[config.mk]
export PLATFORM = sky130hd
export DESIGN_NAME = mgr_cntl_noc_tx_flat
export DESIGN_NICKNAME = d
export VERILOG_FILES = /design/src/rtl/mgr_cntl_noc_tx_if.sv /design/src/rtl/mgr_cntl_noc_tx.sv /design/src/flat_wrapper.sv
export SDC_FILE = /design/constraint.sdc
export NUM_CORES = 1
export LEC_CHECK = 0
export ABC_AREA = 1
export BUFFER_PORTS_ARGS = -buffer_cell sky130_fd_sc_hd__buf_4
export CAP_MARGIN = 20
export CORE_ASPECT_RATIO = 0.9
export CORE_MARGIN = 2
export CORE_UTILIZATION = 53
export CTS_BUF_LIST = sky130_fd_sc_hd__clkbuf_16
export DETAILED_ROUTE_END_ITERATION = 8
export PLACE_DENSITY = 0.73
export REMOVE_ABC_BUFFERS = 1
export SLEW_MARGIN = 5
export SYNTH_ARGS = -nofsm -noshare
export SYNTH_HDL_FRONTEND = slang
export SYNTH_SLANG_ARGS = --single-unit
[constraint.sdc]
create_clock -name clk -period 4.1 [get_ports clk]
set_input_delay 0.41 -clock clk [delete_from_list [all_inputs] [get_ports clk]]
set_output_delay 0.41 -clock clk [all_outputs]
set_load 0.01 [all_outputs]
[src/rtl/mgr_cntl_noc_tx_if.sv]
// Handshake bundle for the manager-controller transmit packetizer.
//  - request channel : req_valid/req_ready plus type, ptype, mgrId and length
//  - payload channel : pl_valid/pl_ready plus payload word
//  - NoC channel     : mcntl__noc__* beat fields out, noc__mcntl__ready back
// The master modport is the packet source / NoC sink side; the slave modport
// is the packetizer itself.
interface mgr_cntl_noc_tx_if #(
  parameter int unsigned DATA_W   = 64,
  parameter int unsigned TYPE_W   = 3,
  parameter int unsigned PTYPE_W  = 4,
  parameter int unsigned MGR_ID_W = 6,
  parameter int unsigned LEN_W    = 5
);
  logic                req_valid;
  logic                req_ready;
  logic [TYPE_W-1:0]   req_type;
  logic [PTYPE_W-1:0]  req_ptype;
  logic [MGR_ID_W-1:0] req_mgrId;
  logic [LEN_W-1:0]    req_len;

  logic                pl_valid;
  logic                pl_ready;
  logic [DATA_W-1:0]   pl_data;

  logic                mcntl__noc__valid;
  logic [1:0]          mcntl__noc__cntl;
  logic [TYPE_W-1:0]   mcntl__noc__type;
  logic [PTYPE_W-1:0]  mcntl__noc__ptype;
  logic [DATA_W-1:0]   mcntl__noc__data;
  logic                mcntl__noc__pvalid;
  logic [MGR_ID_W-1:0] mcntl__noc__mgrId;
  logic                noc__mcntl__ready;

  modport master (
    output req_valid, req_type, req_ptype, req_mgrId, req_len,
    output pl_valid, pl_data,
    output noc__mcntl__ready,
    input  req_ready, pl_ready,
    input  mcntl__noc__valid, mcntl__noc__cntl, mcntl__noc__type, mcntl__noc__ptype,
    input  mcntl__noc__data, mcntl__noc__pvalid, mcntl__noc__mgrId
  );

  modport slave (
    input  req_valid, req_type, req_ptype, req_mgrId, req_len,
    input  pl_valid, pl_data,
    input  noc__mcntl__ready,
    output req_ready, pl_ready,
    output mcntl__noc__valid, mcntl__noc__cntl, mcntl__noc__type, mcntl__noc__ptype,
    output mcntl__noc__data, mcntl__noc__pvalid, mcntl__noc__mgrId
  );
endinterface

[src/rtl/mgr_cntl_noc_tx.sv]
// Manager-controller transmit packetizer (mcntl -> NoC).
// Buffers payload words in a FIFO and, once a request's whole payload is
// present, emits the packet as an unbroken registered beat stream.
// Ports:
//  clk              clock
//  reset_poweron_n  asynchronous active-low reset
//  bus              request / payload / NoC channels (slave side)
//  tx_busy          FSM not idle, or output register holds a beat
//  tx_err           one-cycle pulse after a request with bad length
//  pkt_count        packets transferred, wraps modulo 2**16
module mgr_cntl_noc_tx #(
  parameter int unsigned DATA_W     = 64,
  parameter int unsigned TYPE_W     = 3,
  parameter int unsigned PTYPE_W    = 4,
  parameter int unsigned MGR_ID_W   = 6,
  parameter int unsigned FIFO_DEPTH = 16,
  parameter int unsigned LEN_W      = 5
) (
  input  logic                 clk,
  input  logic                 reset_poweron_n,
  mgr_cntl_noc_tx_if.slave     bus,
  output logic                 tx_busy,
  output logic                 tx_err,
  output logic [15:0]          pkt_count
);

  localparam int unsigned AW = $clog2(FIFO_DEPTH);

  localparam logic [1:0] S_IDLE = 2'd0;
  localparam logic [1:0] S_WAIT = 2'd1;
  localparam logic [1:0] S_SEND = 2'd2;

  localparam logic [1:0] C_SOM_EOM = 2'b11;
  localparam logic [1:0] C_SOM     = 2'b01;
  localparam logic [1:0] C_MOM     = 2'b00;
  localparam logic [1:0] C_EOM     = 2'b10;

  logic [DATA_W-1:0]   mem [FIFO_DEPTH];
  logic [AW-1:0]       wr_ptr, rd_ptr;
  logic [AW:0]         fcount;
  logic                push, pop;

  logic [1:0]          state;
  logic [TYPE_W-1:0]   lat_type;
  logic [PTYPE_W-1:0]  lat_ptype;
  logic [MGR_ID_W-1:0] lat_mgrId;
  logic [LEN_W-1:0]    remaining;

  logic out_load, req_acc, len_ok, fifo_enough, last_word, beat_go;

  assign bus.req_ready = (state == S_IDLE);
  assign bus.pl_ready  = (fcount != (AW+1)'(FIFO_DEPTH));

  assign push        = bus.pl_valid && bus.pl_ready;
  assign out_load    = !bus.mcntl__noc__valid || bus.noc__mcntl__ready;
  assign req_acc     = bus.req_valid && bus.req_ready;
  assign len_ok      = (bus.req_len != '0) && (32'(bus.req_len) <= FIFO_DEPTH);
  assign fifo_enough = (32'(fcount) >= 32'(remaining));
  assign last_word   = (remaining == LEN_W'(1));
  // Once in SEND the whole payload is already buffered, so only the
  // output register can hold a beat back.
  assign beat_go     = out_load && (((state == S_WAIT) && fifo_enough) || (state == S_SEND));
  assign pop         = beat_go;

  assign tx_busy = (state != S_IDLE) || bus.mcntl__noc__valid;

  always_ff @(posedge clk) begin
    if (push) mem[wr_ptr] <= bus.pl_data;
  end

  always_ff @(posedge clk or negedge reset_poweron_n) begin
    if (!reset_poweron_n) begin
      wr_ptr <= '0;
      rd_ptr <= '0;
      fcount <= '0;
    end else begin
      if (push) wr_ptr <= wr_ptr + AW'(1);
      if (pop)  rd_ptr <= rd_ptr + AW'(1);
      case ({push, pop})
        2'b10:   fcount <= fcount + (AW+1)'(1);
        2'b01:   fcount <= fcount - (AW+1)'(1);
        default: fcount <= fcount;
      endcase
    end
  end

  always_ff @(posedge clk or negedge reset_poweron_n) begin
    if (!reset_poweron_n) begin
      state     <= S_IDLE;
      lat_type  <= '0;
      lat_ptype <= '0;
      lat_mgrId <= '0;
      remaining <= '0;
      tx_err    <= 1'b0;
    end else begin
      tx_err <= req_acc && !len_ok;
      case (state)
        S_IDLE: begin
          if (req_acc && len_ok) begin
            lat_type  <= bus.req_type;
            lat_ptype <= bus.req_ptype;
            lat_mgrId <= bus.req_mgrId;
            remaining <= bus.req_len;
            state     <= S_WAIT;
          end
        end
        S_WAIT, S_SEND: begin
          if (beat_go) begin
            remaining <= remaining - LEN_W'(1);
            if (last_word)            state <= S_IDLE;
            else if (state == S_WAIT) state <= S_SEND;
          end
        end
        default: state <= S_IDLE;
      endcase
    end
  end

  always_ff @(posedge clk or negedge reset_poweron_n) begin
    if (!reset_poweron_n) begin
      bus.mcntl__noc__valid  <= 1'b0;
      bus.mcntl__noc__cntl   <= '0;
      bus.mcntl__noc__type   <= '0;
      bus.mcntl__noc__ptype  <= '0;
      bus.mcntl__noc__data   <= '0;
      bus.mcntl__noc__pvalid <= 1'b0;
      bus.mcntl__noc__mgrId  <= '0;
    end else if (out_load) begin
      if (beat_go) begin
        bus.mcntl__noc__valid  <= 1'b1;
        bus.mcntl__noc__pvalid <= 1'b1;
        bus.mcntl__noc__data   <= mem[rd_ptr];
        bus.mcntl__noc__type   <= lat_type;
        bus.mcntl__noc__ptype  <= lat_ptype;
        bus.mcntl__noc__mgrId  <= lat_mgrId;
        if (state == S_WAIT) bus.mcntl__noc__cntl <= last_word ? C_SOM_EOM : C_SOM;
        else                 bus.mcntl__noc__cntl <= last_word ? C_EOM : C_MOM;
      end else begin
        bus.mcntl__noc__valid  <= 1'b0;
        bus.mcntl__noc__pvalid <= 1'b0;
      end
    end
  end

  // cntl[1] is set only for EOM and SOM_EOM, i.e. the closing beat.
  always_ff @(posedge clk or negedge reset_poweron_n) begin
    if (!reset_poweron_n) begin
      pkt_count <= '0;
    end else if (bus.mcntl__noc__valid && bus.noc__mcntl__ready && bus.mcntl__noc__cntl[1]) begin
      pkt_count <= pkt_count + 16'd1;
    end
  end

endmodule
[src/flat_wrapper.sv]
// flat-port wrapper written by rule: the top's interface ports become plain ports
module mgr_cntl_noc_tx_flat 
#(
  parameter int unsigned DATA_W     = 64,
  parameter int unsigned TYPE_W     = 3,
  parameter int unsigned PTYPE_W    = 4,
  parameter int unsigned MGR_ID_W   = 6,
  parameter int unsigned FIFO_DEPTH = 16,
  parameter int unsigned LEN_W      = 5
)
  (clk, reset_poweron_n, tx_busy, tx_err, pkt_count, bus_req_valid, bus_req_type, bus_req_ptype, bus_req_mgrId, bus_req_len, bus_pl_valid, bus_pl_data, bus_noc__mcntl__ready, bus_req_ready, bus_pl_ready, bus_mcntl__noc__valid, bus_mcntl__noc__cntl, bus_mcntl__noc__type, bus_mcntl__noc__ptype, bus_mcntl__noc__data, bus_mcntl__noc__pvalid, bus_mcntl__noc__mgrId);
  mgr_cntl_noc_tx_if #(.DATA_W(DATA_W), .TYPE_W(TYPE_W), .PTYPE_W(PTYPE_W), .MGR_ID_W(MGR_ID_W), .LEN_W(LEN_W)) bus_i ();
  input  logic clk;
  input  logic reset_poweron_n;
  output logic tx_busy;
  output logic tx_err;
  output logic [15:0] pkt_count;
  input wire logic [$bits(bus_i.req_valid)-1:0] bus_req_valid;
  input wire logic [$bits(bus_i.req_type)-1:0] bus_req_type;
  input wire logic [$bits(bus_i.req_ptype)-1:0] bus_req_ptype;
  input wire logic [$bits(bus_i.req_mgrId)-1:0] bus_req_mgrId;
  input wire logic [$bits(bus_i.req_len)-1:0] bus_req_len;
  input wire logic [$bits(bus_i.pl_valid)-1:0] bus_pl_valid;
  input wire logic [$bits(bus_i.pl_data)-1:0] bus_pl_data;
  input wire logic [$bits(bus_i.noc__mcntl__ready)-1:0] bus_noc__mcntl__ready;
  output wire logic [$bits(bus_i.req_ready)-1:0] bus_req_ready;
  output wire logic [$bits(bus_i.pl_ready)-1:0] bus_pl_ready;
  output wire logic [$bits(bus_i.mcntl__noc__valid)-1:0] bus_mcntl__noc__valid;
  output wire logic [$bits(bus_i.mcntl__noc__cntl)-1:0] bus_mcntl__noc__cntl;
  output wire logic [$bits(bus_i.mcntl__noc__type)-1:0] bus_mcntl__noc__type;
  output wire logic [$bits(bus_i.mcntl__noc__ptype)-1:0] bus_mcntl__noc__ptype;
  output wire logic [$bits(bus_i.mcntl__noc__data)-1:0] bus_mcntl__noc__data;
  output wire logic [$bits(bus_i.mcntl__noc__pvalid)-1:0] bus_mcntl__noc__pvalid;
  output wire logic [$bits(bus_i.mcntl__noc__mgrId)-1:0] bus_mcntl__noc__mgrId;
  assign bus_i.req_valid = bus_req_valid;
  assign bus_i.req_type = bus_req_type;
  assign bus_i.req_ptype = bus_req_ptype;
  assign bus_i.req_mgrId = bus_req_mgrId;
  assign bus_i.req_len = bus_req_len;
  assign bus_i.pl_valid = bus_pl_valid;
  assign bus_i.pl_data = bus_pl_data;
  assign bus_i.noc__mcntl__ready = bus_noc__mcntl__ready;
  assign bus_req_ready = bus_i.req_ready;
  assign bus_pl_ready = bus_i.pl_ready;
  assign bus_mcntl__noc__valid = bus_i.mcntl__noc__valid;
  assign bus_mcntl__noc__cntl = bus_i.mcntl__noc__cntl;
  assign bus_mcntl__noc__type = bus_i.mcntl__noc__type;
  assign bus_mcntl__noc__ptype = bus_i.mcntl__noc__ptype;
  assign bus_mcntl__noc__data = bus_i.mcntl__noc__data;
  assign bus_mcntl__noc__pvalid = bus_i.mcntl__noc__pvalid;
  assign bus_mcntl__noc__mgrId = bus_i.mcntl__noc__mgrId;
  mgr_cntl_noc_tx #(.DATA_W(DATA_W), .TYPE_W(TYPE_W), .PTYPE_W(PTYPE_W), .MGR_ID_W(MGR_ID_W), .FIFO_DEPTH(FIFO_DEPTH), .LEN_W(LEN_W)) u_core (.clk(clk), .reset_poweron_n(reset_poweron_n), .bus(bus_i), .tx_busy(tx_busy), .tx_err(tx_err), .pkt_count(pkt_count));
endmodule
* Word-level counts from Yosys, hierarchy flattened
Memory sizes are Yosys's and may differ from the RTL's. A register that Yosys moved wholly into a read port is not among the register bits.
Cells that the tools add are included.
** Operators by class
- Add/sub/neg operators :: 6
- Equality and inequality tests :: 9
- Reductions and logical operators :: 25
- Order comparisons :: 2
- Muxes and demuxes :: 15
** Operator list (count)
- $pmux W5 S2 :: 2
- $add A16 B1 Y16 const B :: 1
- $mux W2 :: 7
- $mux W5 :: 2
- $sub A5 B1 Y5 const B :: 2
- $logic_and A1 B1 Y1 :: 9
- $add A4 B1 Y4 const B :: 2
- $reduce_and A3 Y1 :: 2
- $reduce_bool A2 Y1 :: 3
- $add A5 B1 Y5 const B :: 1
- $eq A5 B1 Y1 const B :: 1
- $ge A5 B5 Y1 :: 1
- $le A5 B5 Y1 const B :: 1
- $ne A5 B5 Y1 const B :: 1
- $reduce_bool A5 Y1 :: 1
- $eq A2 B1 Y1 const B :: 2
- $eq A2 B2 Y1 const B :: 2
- $pmux W2 S2 :: 1
- $reduce_and A2 Y1 :: 2
- $logic_not A1 Y1 :: 3
- $logic_or A1 B1 Y1 :: 3
- $mux W1 :: 3
- $ne A3 B1 Y1 const B :: 1
- $logic_not A2 Y1 :: 1
- other kinds (3) :: 3
** Storage, ports and cells
- Register bits after elaboration :: 66
- Memories kept :: 1
- RAM bits :: 1024
- Input port bits :: 87
- Output and inout port bits :: 101
** Memory list
- u_core.mem :: depth 16, width 64, read ports 1, clocked after memory_dff 1, write ports 1, RTL line mgr_cntl_noc_tx.sv:38 : logic [DATA_W-1:0] mem [FIFO_DEPTH];

* Depth between registers and ports, before layout
Gate-level depths: netlist of run 1.
- Depth in word-level cells :: 6
- Mapped depth :: 20
- Depth with buffers taken out :: 19

* Least setup slack after synthesis of run 1
Ideal clock, no wire load.
- Path kind :: register to register
- Start point :: register u_core.fcount[0]
- End point :: memory u_core.mem[0][0], enable pin
- Path buffers :: 0
- Data arrival time :: 3.668 ns
- Data required time :: 3.614 ns
- Library setup time :: 0.486 ns
- Stages on the path, launching flop included :: 7
- Setup slack :: -0.054 ns
- Path through :: dfrtp_1 nor3_1 nand3_1 nand2_1 inv_1 nand2_1 nor2_1
** On the way
- Word-level cells in the longest chain between the ends :: 4
** RTL lines
- start, declared :: RTL line mgr_cntl_noc_tx.sv:40 : logic [AW:0] fcount;
- start signal, assigned :: RTL line mgr_cntl_noc_tx.sv:80 : 2'b10: fcount <= fcount + (AW+1)'(1);
- start signal, assigned :: RTL line mgr_cntl_noc_tx.sv:81 : 2'b01: fcount <= fcount - (AW+1)'(1);
- start signal, assigned :: RTL line mgr_cntl_noc_tx.sv:82 : default: fcount <= fcount;
- $ne A5 B5 Y1 :: RTL line mgr_cntl_noc_tx.sv:52 : assign bus.pl_ready = (fcount != (AW+1)'(FIFO_DEPTH));
- via bus_pl_ready :: RTL line flat_wrapper.sv:27 : output wire logic [$bits(bus_i.pl_ready)-1:0] bus_pl_ready;
- $logic_and A1 B1 Y1 :: RTL line mgr_cntl_noc_tx.sv:54 : assign push = bus.pl_valid && bus.pl_ready;
- $mux W1 :: RTL line mgr_cntl_noc_tx.sv:68 : if (push) mem[wr_ptr] <= bus.pl_data;
- $mux W1 (not written as such) :: RTL line mgr_cntl_noc_tx.sv:68
- end, declared :: RTL line mgr_cntl_noc_tx.sv:38
The timed path passes the listed nets, and every way through them passes these cells.

* Worst setup path in the final report of run 1
- Start point :: register u_core.remaining[2]
- End point :: register u_core.fcount[4]
** On the way
- Word-level cells in the longest chain between the ends :: 6
- Elaborated cells on any way between the ends :: 8
- Those cells by class :: order compare: 1; eq/ne: 2; mux: 1; reduce/logical: 4
** RTL lines
- start, declared :: RTL line mgr_cntl_noc_tx.sv:47 : logic [LEN_W-1:0] remaining;
- start signal, assigned :: RTL line mgr_cntl_noc_tx.sv:103 : remaining <= bus.req_len;
- start signal, assigned :: RTL line mgr_cntl_noc_tx.sv:109 : remaining <= remaining - LEN_W'(1);
- $ge A5 B5 Y1 (*) :: RTL line mgr_cntl_noc_tx.sv:58 : assign fifo_enough = (32'(fcount) >= 32'(remaining));
- $logic_and A1 B1 Y1 (*) :: RTL line mgr_cntl_noc_tx.sv:62 : assign beat_go = out_load && (((state == S_WAIT) && fifo_enough) || (state == S_SEND));
- $logic_or A1 B1 Y1 (*) :: RTL line mgr_cntl_noc_tx.sv:62
- $logic_and A1 B1 Y1 (*) :: RTL line mgr_cntl_noc_tx.sv:62
- $eq A2 B1 Y1 / $eq A2 B2 Y1 (equally long branches) :: RTL line mgr_cntl_noc_tx.sv:79 : case ({push, pop})
- $pmux W5 S2 / $reduce_bool A2 Y1 (equally long branches)
Every way passes the cells marked *; elsewhere a longest branch is shown, timed or not.
A chain may end at the register's enable or synchronous reset.

==> results.cfg, run 1 <==
[layout]
drive_gt1_share_pct = 10.94
areaGrowthSynthToFinish_pct = 14.61
final_core_util_pct = 61.16
stdcell_count = 5014
num-fill-cells = 6420
multi_input_area_sq_um = 10400
layout.nets = 3880
ff_latch_area_sq_um = 34020

[timing]
rsz0062_at_grt = no
worst_pin_slew_ps = 1120
drv_slew = 0
setup_viol = 0
max_freq_mhz = 346.5
min_period_ps = 2886
fin_hold_ws_ps = 24.80
maxSlewHeadroom_pct = 25.33
finalClockSkew_ps = 47.45
fin_setup_tns_ps = 0
setup_ws_ps = 1214
period_share_pct = 70.38
hold_viol_final = 0

[pwr]
p_sw_mw = 13.54
leakage_nw = 18.49
switching_share_pct = 36.36
p_int_mw = 23.69
combPwrFrac_pct = 32.7
pwr-share-clk_pct = 26.2
ir_drop_mv = 0.5469
seq_power_share_pct = 41.1
powerDensity_nw_per_um2 = 709.7

[clock_network]
tritoncts = done
cts.sinks = 1154
clk_latency_ps = 720
clk_path_buf_depth = 3
cts_root_buf = clkbuf_16
postCtsSetupBuffers = 0
cts.clk_slew.worst_paths_ps = 60
cts_buffers = 111
htree_levels = 3

[hold_path]
min-delay-start = bus_pl_data[9]
holdPathStages = 1
hold_class = input pin to flop
hold_end = u_core.mem[10][9]

[worst_setup_path]
reg2reg_slack_ps = 1210
worstReg2RegStart = u_core.remaining[2]
path_max_fanout = 21
path_class = flop to flop
arrival_ps = 3450
rr_worst_depth = 17
r2r_end = u_core.fcount[4]
startpoint_type = flop
endpoint_kind = flop
required_ps = 4660

[detailed_routing]
antenna_left = 0
drtIter0Drc = 3634
drt_wl_total_microns = 110700
num_vias = 29430
drc = 0
routed_via_density = 5.870
avgRoutedWirePerCell_microns = 22.08
first_pass_iters = 6

[floorplan]
core_area_sq_um = 85760
dieHeight_microns = 282.8
die_area_sq_um = 88720
start_util_pct = 53.36
rows = 102
io_pins = 188
die_x_microns = 313.8

[grt]
track_usage_pct = 24.58
grt_max_degree = 180
grt_pass1_wl_microns = 165800
antenna_found_initial = 5
gr-total-overflow = 0
grt_pass1_vias = 27690

[synthesis]
ys_seq_area_share_pct = 74.30
synth_edf_count = 1024
synth_mux_area_share_pct = 0.02460
synth-compound-area-share_pct = 10.70
ys_seq_elements = 1154
synth_simple_gate_area_share_pct = 10.64
synthFlopType = edfxtp_1
yosys_warnings = 0
synthAdderAreaFrac_pct = 0.6452
syn_area_sq_um = 45770
synthArstFlopShare_pct = 11.27
synth_area_per_cell_sq_um = 12.82
synthDistinctLibCells = 33
yosys.area_share.xor_xnor_pct = 0.4402
synth_top_family_by_area = compound AO/OA/AOI/OAI gates
syn_inst = 3569

[placement]
dp.cells = 4726
gp_congestion = 0.7824
port_buffers = 187
hpwl_microns = 53440
pre_cts_slack_ps = 1216

[flow_run]
drv_cap = 0

[run_status]
outcome = finished, final reports clean
==> worst max-delay path, cell delays in order (launching register included) <==
cell     delay [ps]
dfrtp_1         390
inv_1           110
ha_1            310
nand2_1          70
nand2_1          40
nand2_1          50
nand3_1          70
nand2_1          60
nand2_1          80
nand2_4         250
inv_4            60
ha_1            290
fa_1            440
nand3_1         110
nand2_1          70
a21oi_1         120
o21ai_0         110
xnor2_1         140
==> layer usage <==
layer  up-vias  global-route usage (%)  part of all wire (%)
li1      13350                       -                     -
met1     14430                   35.05                    42
met2      1463                   39.57                    47
met3       189                   4.195                   9.0
met4         6                   6.588                   2.2
met5         -                       0                 0.036
==> layout make-up <==
cell class / instances / area share, %
timing repair buffer: 320 / 5.408
clock inverter: 97 / 1.305
multi-input combinational: 2126 / 19.83
clock buffer: 113 / 5.391
sequential: 1154 / 64.85
antenna: 3 / 0.01431
inverter: 57 / 0.4675
tap: 1144 / 2.729
==> synthesized netlist by cell type (2+ instances only) <==
| library cell | n | area [sq um] |
|---|---|---|
| buf_8 | 2 | 30.03 |
| nand3_1 | 128 | 640.6 |
| buf_2 | 45 | 225.2 |
| o211ai_1 | 205 | 1539 |
| buf_1 | 9 | 33.78 |
| inv_2 | 2 | 7.510 |
| o221ai_1 | 48 | 420.4 |
| a21oi_1 | 11 | 55.05 |
| nor3_1 | 4 | 20.02 |
| dfrtp_1 | 130 | 3253 |
| o21ai_0 | 521 | 2608 |
| clkbuf_1 | 128 | 480.5 |
| inv_1 | 53 | 198.9 |
| edfxtp_1 | 1024 | 30750 |
| ha_1 | 22 | 275.3 |
| o21ai_1 | 45 | 225.2 |
| nor2_1 | 748 | 2808 |
| xnor2_1 | 8 | 70.07 |
| o211ai_2 | 3 | 37.54 |
| xor2_1 | 15 | 131.4 |
| buf_6 | 34 | 382.9 |
| nand4_1 | 12 | 75.07 |
| nand2_1 | 350 | 1314 |
| buf_4 | 13 | 97.59 |
==> repair_timing <==
| action | 4_1_cts | 5_1_grt |
|---|---|---|
| gates resized for setup | 0 | 0 |
| hold buffers | 74 | 0 |
| hold endpoints to repair | 951 | 0 |
| endpoints found under the setup margin | 0 | 0 |
==> registers in the layout, indices dropped and copies added (netlist names) <==
name / count
u_core.fcount: 5
u_core.pkt_count: 16
u_core.bus.mcntl__noc__pvalid: 1
u_core.tx_err: 1
u_core.lat_ptype: 4
u_core.mem: 1024
u_core.lat_mgrId: 6
u_core.state: 2
u_core.bus.mcntl__noc__cntl: 2
u_core.bus.mcntl__noc__type: 3
u_core.wr_ptr: 4
u_core.lat_type: 3
u_core.remaining: 5
u_core.bus.mcntl__noc__data: 64
u_core.bus.mcntl__noc__mgrId: 6
u_core.bus.mcntl__noc__ptype: 4
u_core.rd_ptr: 4
==> worst max-delay path by stage <==
stage,slack [ps],cells past startpoint,end,startpoint
5_1_grt,910,17,u_core.fcount[4],u_core.remaining[2]
3_5_place_dp,1220,17,u_core.fcount[4],u_core.remaining[2]
3_3_place_gp,1280,17,u_core.fcount[4],u_core.remaining[2]
6_report,1210,17,u_core.fcount[4],u_core.remaining[2]
4_1_cts,1210,17,u_core.fcount[4],u_core.remaining[4]
2_1_floorplan,-8820,7,u_core.bus.mcntl__noc__data[33],u_core.rd_ptr[0]
==> kinds of logic after synthesis <==
group | after synthesis
and+or+nand+nor | 1244
DFF | 1154
AOI/OAI and AO/OA | 835
buffers and inverters | 289
xor gates and xnor gates | 23
adders and majority gates | 23
muxes | 1
==> through the flow <==
step	total power [mW]	area, sq um
2_1_floorplan	22.31	44500
3_3_place_gp	27.21	48160
3_5_place_dp	27.50	48160
5_1_grt	39.25	52450
4_1_cts	37.29	52420
6_report	37.23	52450
==> power by group through the flow <==
stage	registers (mW)	clock network (mW)	logic, mW
CTS	15.3	9.86	12.1
finish	15.3	9.76	12.2
detailed placement	15.5	0	12.0
global placement	15.5	0	11.7
global route	15.4	10.3	13.5
floorplan	16.0	0	6.27
==> placed cells by master, fill, tap and decap left out, drive strengths merged, types with 4 or more instances in the layout <==
cell	n
nand4	12
clkbuf	113
clkinv	44
bufinv	7
a21oi	11
ha	22
o211ai	208
nor3	4
o21ai	566
xnor2	8
nand2	350
inv	102
o221ai	48
nand3	128
dlygate4sd3	74
nor2	748
dfrtp	130
edfxtp	1024
buf	246
xor2	15
Note: power is estimated with default switching activity, not from simulation.
==> run 2: changes to the inputs <==
--- a/config.mk
+++ b/config.mk
@@ -13,7 +13,7 @@
 export CORE_UTILIZATION = 53
 export CTS_BUF_LIST = sky130_fd_sc_hd__clkbuf_16
 export DETAILED_ROUTE_END_ITERATION = 8
-export PLACE_DENSITY = 0.73
+export PLACE_DENSITY = 0.7
 export REMOVE_ABC_BUFFERS = 1
 export SLEW_MARGIN = 5
 export SYNTH_ARGS = -nofsm -noshare
==> constraint.sdc (replaced) <==
create_clock -name clk -period 2.91 [get_ports clk]
set_input_delay 0.291 -clock clk [delete_from_list [all_inputs] [get_ports clk]]
set_output_delay 0.291 -clock clk [all_outputs]
set_load 0.01 [all_outputs]
==> run 2 against run 1 <==
Design area rose by 1.3%. First-iteration DRC count shrank 13%. Sequential power rose by 39%. Non-clock buffer count increased by 26.
==> results.cfg, run 2 (synthesis results as in run 1) <==
[clock_network]
cts_buffers = 111
cts_root_buf = clkbuf_16
clk_path_buf_depth = 3
postCtsSetupBuffers = 0
cts.sinks = 1154
clk_latency_ps = 710
cts.clk_slew.worst_paths_ps = 60
htree_levels = 3
tritoncts = done

[timing]
setup_ws_ps = 318.5
period_share_pct = 89.05
min_period_ps = 2591
hold_viol_final = 0
worst_pin_slew_ps = 995.5
maxSlewHeadroom_pct = 33.63
fin_setup_tns_ps = 0
setup_viol = 0
drv_slew = 0
max_freq_mhz = 385.9
rsz0062_at_grt = no
finalClockSkew_ps = 52.65

[hold_path]
hold_class = input pin to flop

[placement]
pre_cts_slack_ps = 182.2
place_area_sq_um = 48680
gp_congestion = 0.7743
port_buffers = 187
hpwl_microns = 54730

[detailed_routing]
antenna_left = 0
drt_wl_total_microns = 108800
num_vias = 29290
first_pass_iters = 5
routed_via_density = 5.812
drtIter0Drc = 3177
avgRoutedWirePerCell_microns = 21.58
drc = 0

[worst_setup_path]
arrival_ps = 3140
endpoint_kind = flop
cp_num_buf_inv = 2
path_common_cell = nand2_1
path_max_fanout = 6
startpoint_type = flop
path_class = flop to flop
path_delay_family = adder cells
required_ps = 3460
max_stage_delay_ps = 410
crit_path_cell_trace = inv_1 -> ha_1 -> nand2_1 -> nand2_1 -> nand2_1 -> nand3_1 -> nand2_1 -> nand2_1 -> nand2_4 -> inv_4 -> ha_2 -> fa_1 -> nand3_1 -> nand2_1 -> a21oi_1 -> o21ai_0 -> xnor2_1
slowest_stage = fa_1

[layout]
drive_gt1_share_pct = 11.76
final_area_sq_um = 53130
num-fill-cells = 6386
largest_register = u_core.mem
areaGrowthSynthToFinish_pct = 16.09
ff_latch_area_sq_um = 34020
largest_register_ffs = 1024
layout.nets = 3906
final_cell_mix = edfxtp_1, nor2_1, o21ai_0
top_regs = u_core.mem: 1024 flops, u_core.bus.mcntl__noc__data: 64 flops, u_core.pkt_count: 16 flops
multi_input_area_sq_um = 10410
layout_commonest_cell = edfxtp_1

[grt]
track_usage_pct = 24.34
grt_pass1_vias = 27770
gr-total-overflow = 0
grt_max_degree = 179
grt_pass1_wl_microns = 165500
antenna_found_initial = 5

[floorplan]
die_x_microns = 313.8
rows = 102
die_area_sq_um = 88720
core_area_sq_um = 85760
dieHeight_microns = 282.8
io_pins = 188
start_util_pct = 53.36

[run_status]
outcome = finished, final reports clean

[pwr]
leakage_nw = 18.70
powerDensity_nw_per_um2 = 1002
ir_drop_mv = 0.9132
power_mw = 53.24

[flow_run]
drv_cap = 0
-- run 2: repair_timing --
item	CTS	global route
gates resized for setup	0	2
setup endpoints to repair	0	23
hold endpoints to repair	1113	0
hold buffers	81	0
-- run 2: final cells by class --
type,instances,area share (%)
sequential,1154,64.03
multi-input combinational,2126,19.58
timing repair buffer,346,6.392
clock buffer,111,5.228
tap,1144,2.694
clock inverter,101,1.606
inverter,57,0.4616
antenna,1,0.004710
-- run 2: metrics by stage --
stage | instances | utilization [%] | hold WS [ps]
after floorplan | 3337 | - | -4.591
after global placement | 4746 | 56.76 | 413.1
after detailed placement | 4746 | 56.76 | 417.0
after CTS | 5039 | 61.94 | 3.861
after global routing | 5040 | 61.95 | 53.63
final | 5040 | 61.95 | 25.09
-- run 2: worst reg2reg max path: cells and delay by family (launching register included) --
kind            cells  cell delay, ps
compound gates      2             230
flops               1             390
fa+ha+maj           3             940
simple gates        9             640
buf+inv             2             140
xor+xnor            1             130
-- run 2: metal layers --
| layer | wire (microns) | global-route usage, % |
|---|---|---|
| met5 | 46 | 0 |
| met4 | 2369 | 6.846 |
| met3 | 9118 | 4.187 |
| met2 | 51120 | 38.72 |
| met1 | 46090 | 34.95 |
-- run 2: final timing paths --
path | endpoint | cells after the start | startpoint | slack [ps]
max in group asynchronous | u_core.bus.mcntl__noc__data[33] | 3 | reset_poweron_n | 1810
worst min register to register | u_core.pkt_count[15] | 1 | u_core.pkt_count[15] | 480
worst max register to register | u_core.fcount[4] | 17 | u_core.remaining[2] | 320
worst max-delay path | u_core.fcount[4] | 17 | u_core.remaining[2] | 320
worst min-delay path | u_core.remaining[1] | 5 | bus_req_len[1] | 30
min in group asynchronous | u_core.tx_err | 2 | reset_poweron_n | 250
-- run 2: where the power goes --
part           internal, mW  leakage, nW  switching (mW)  total, mW
clock network          8.03         1.86            6.13       14.2
registers              20.4         10.9           0.839       21.2
logic                  5.61         5.96            12.2       17.9
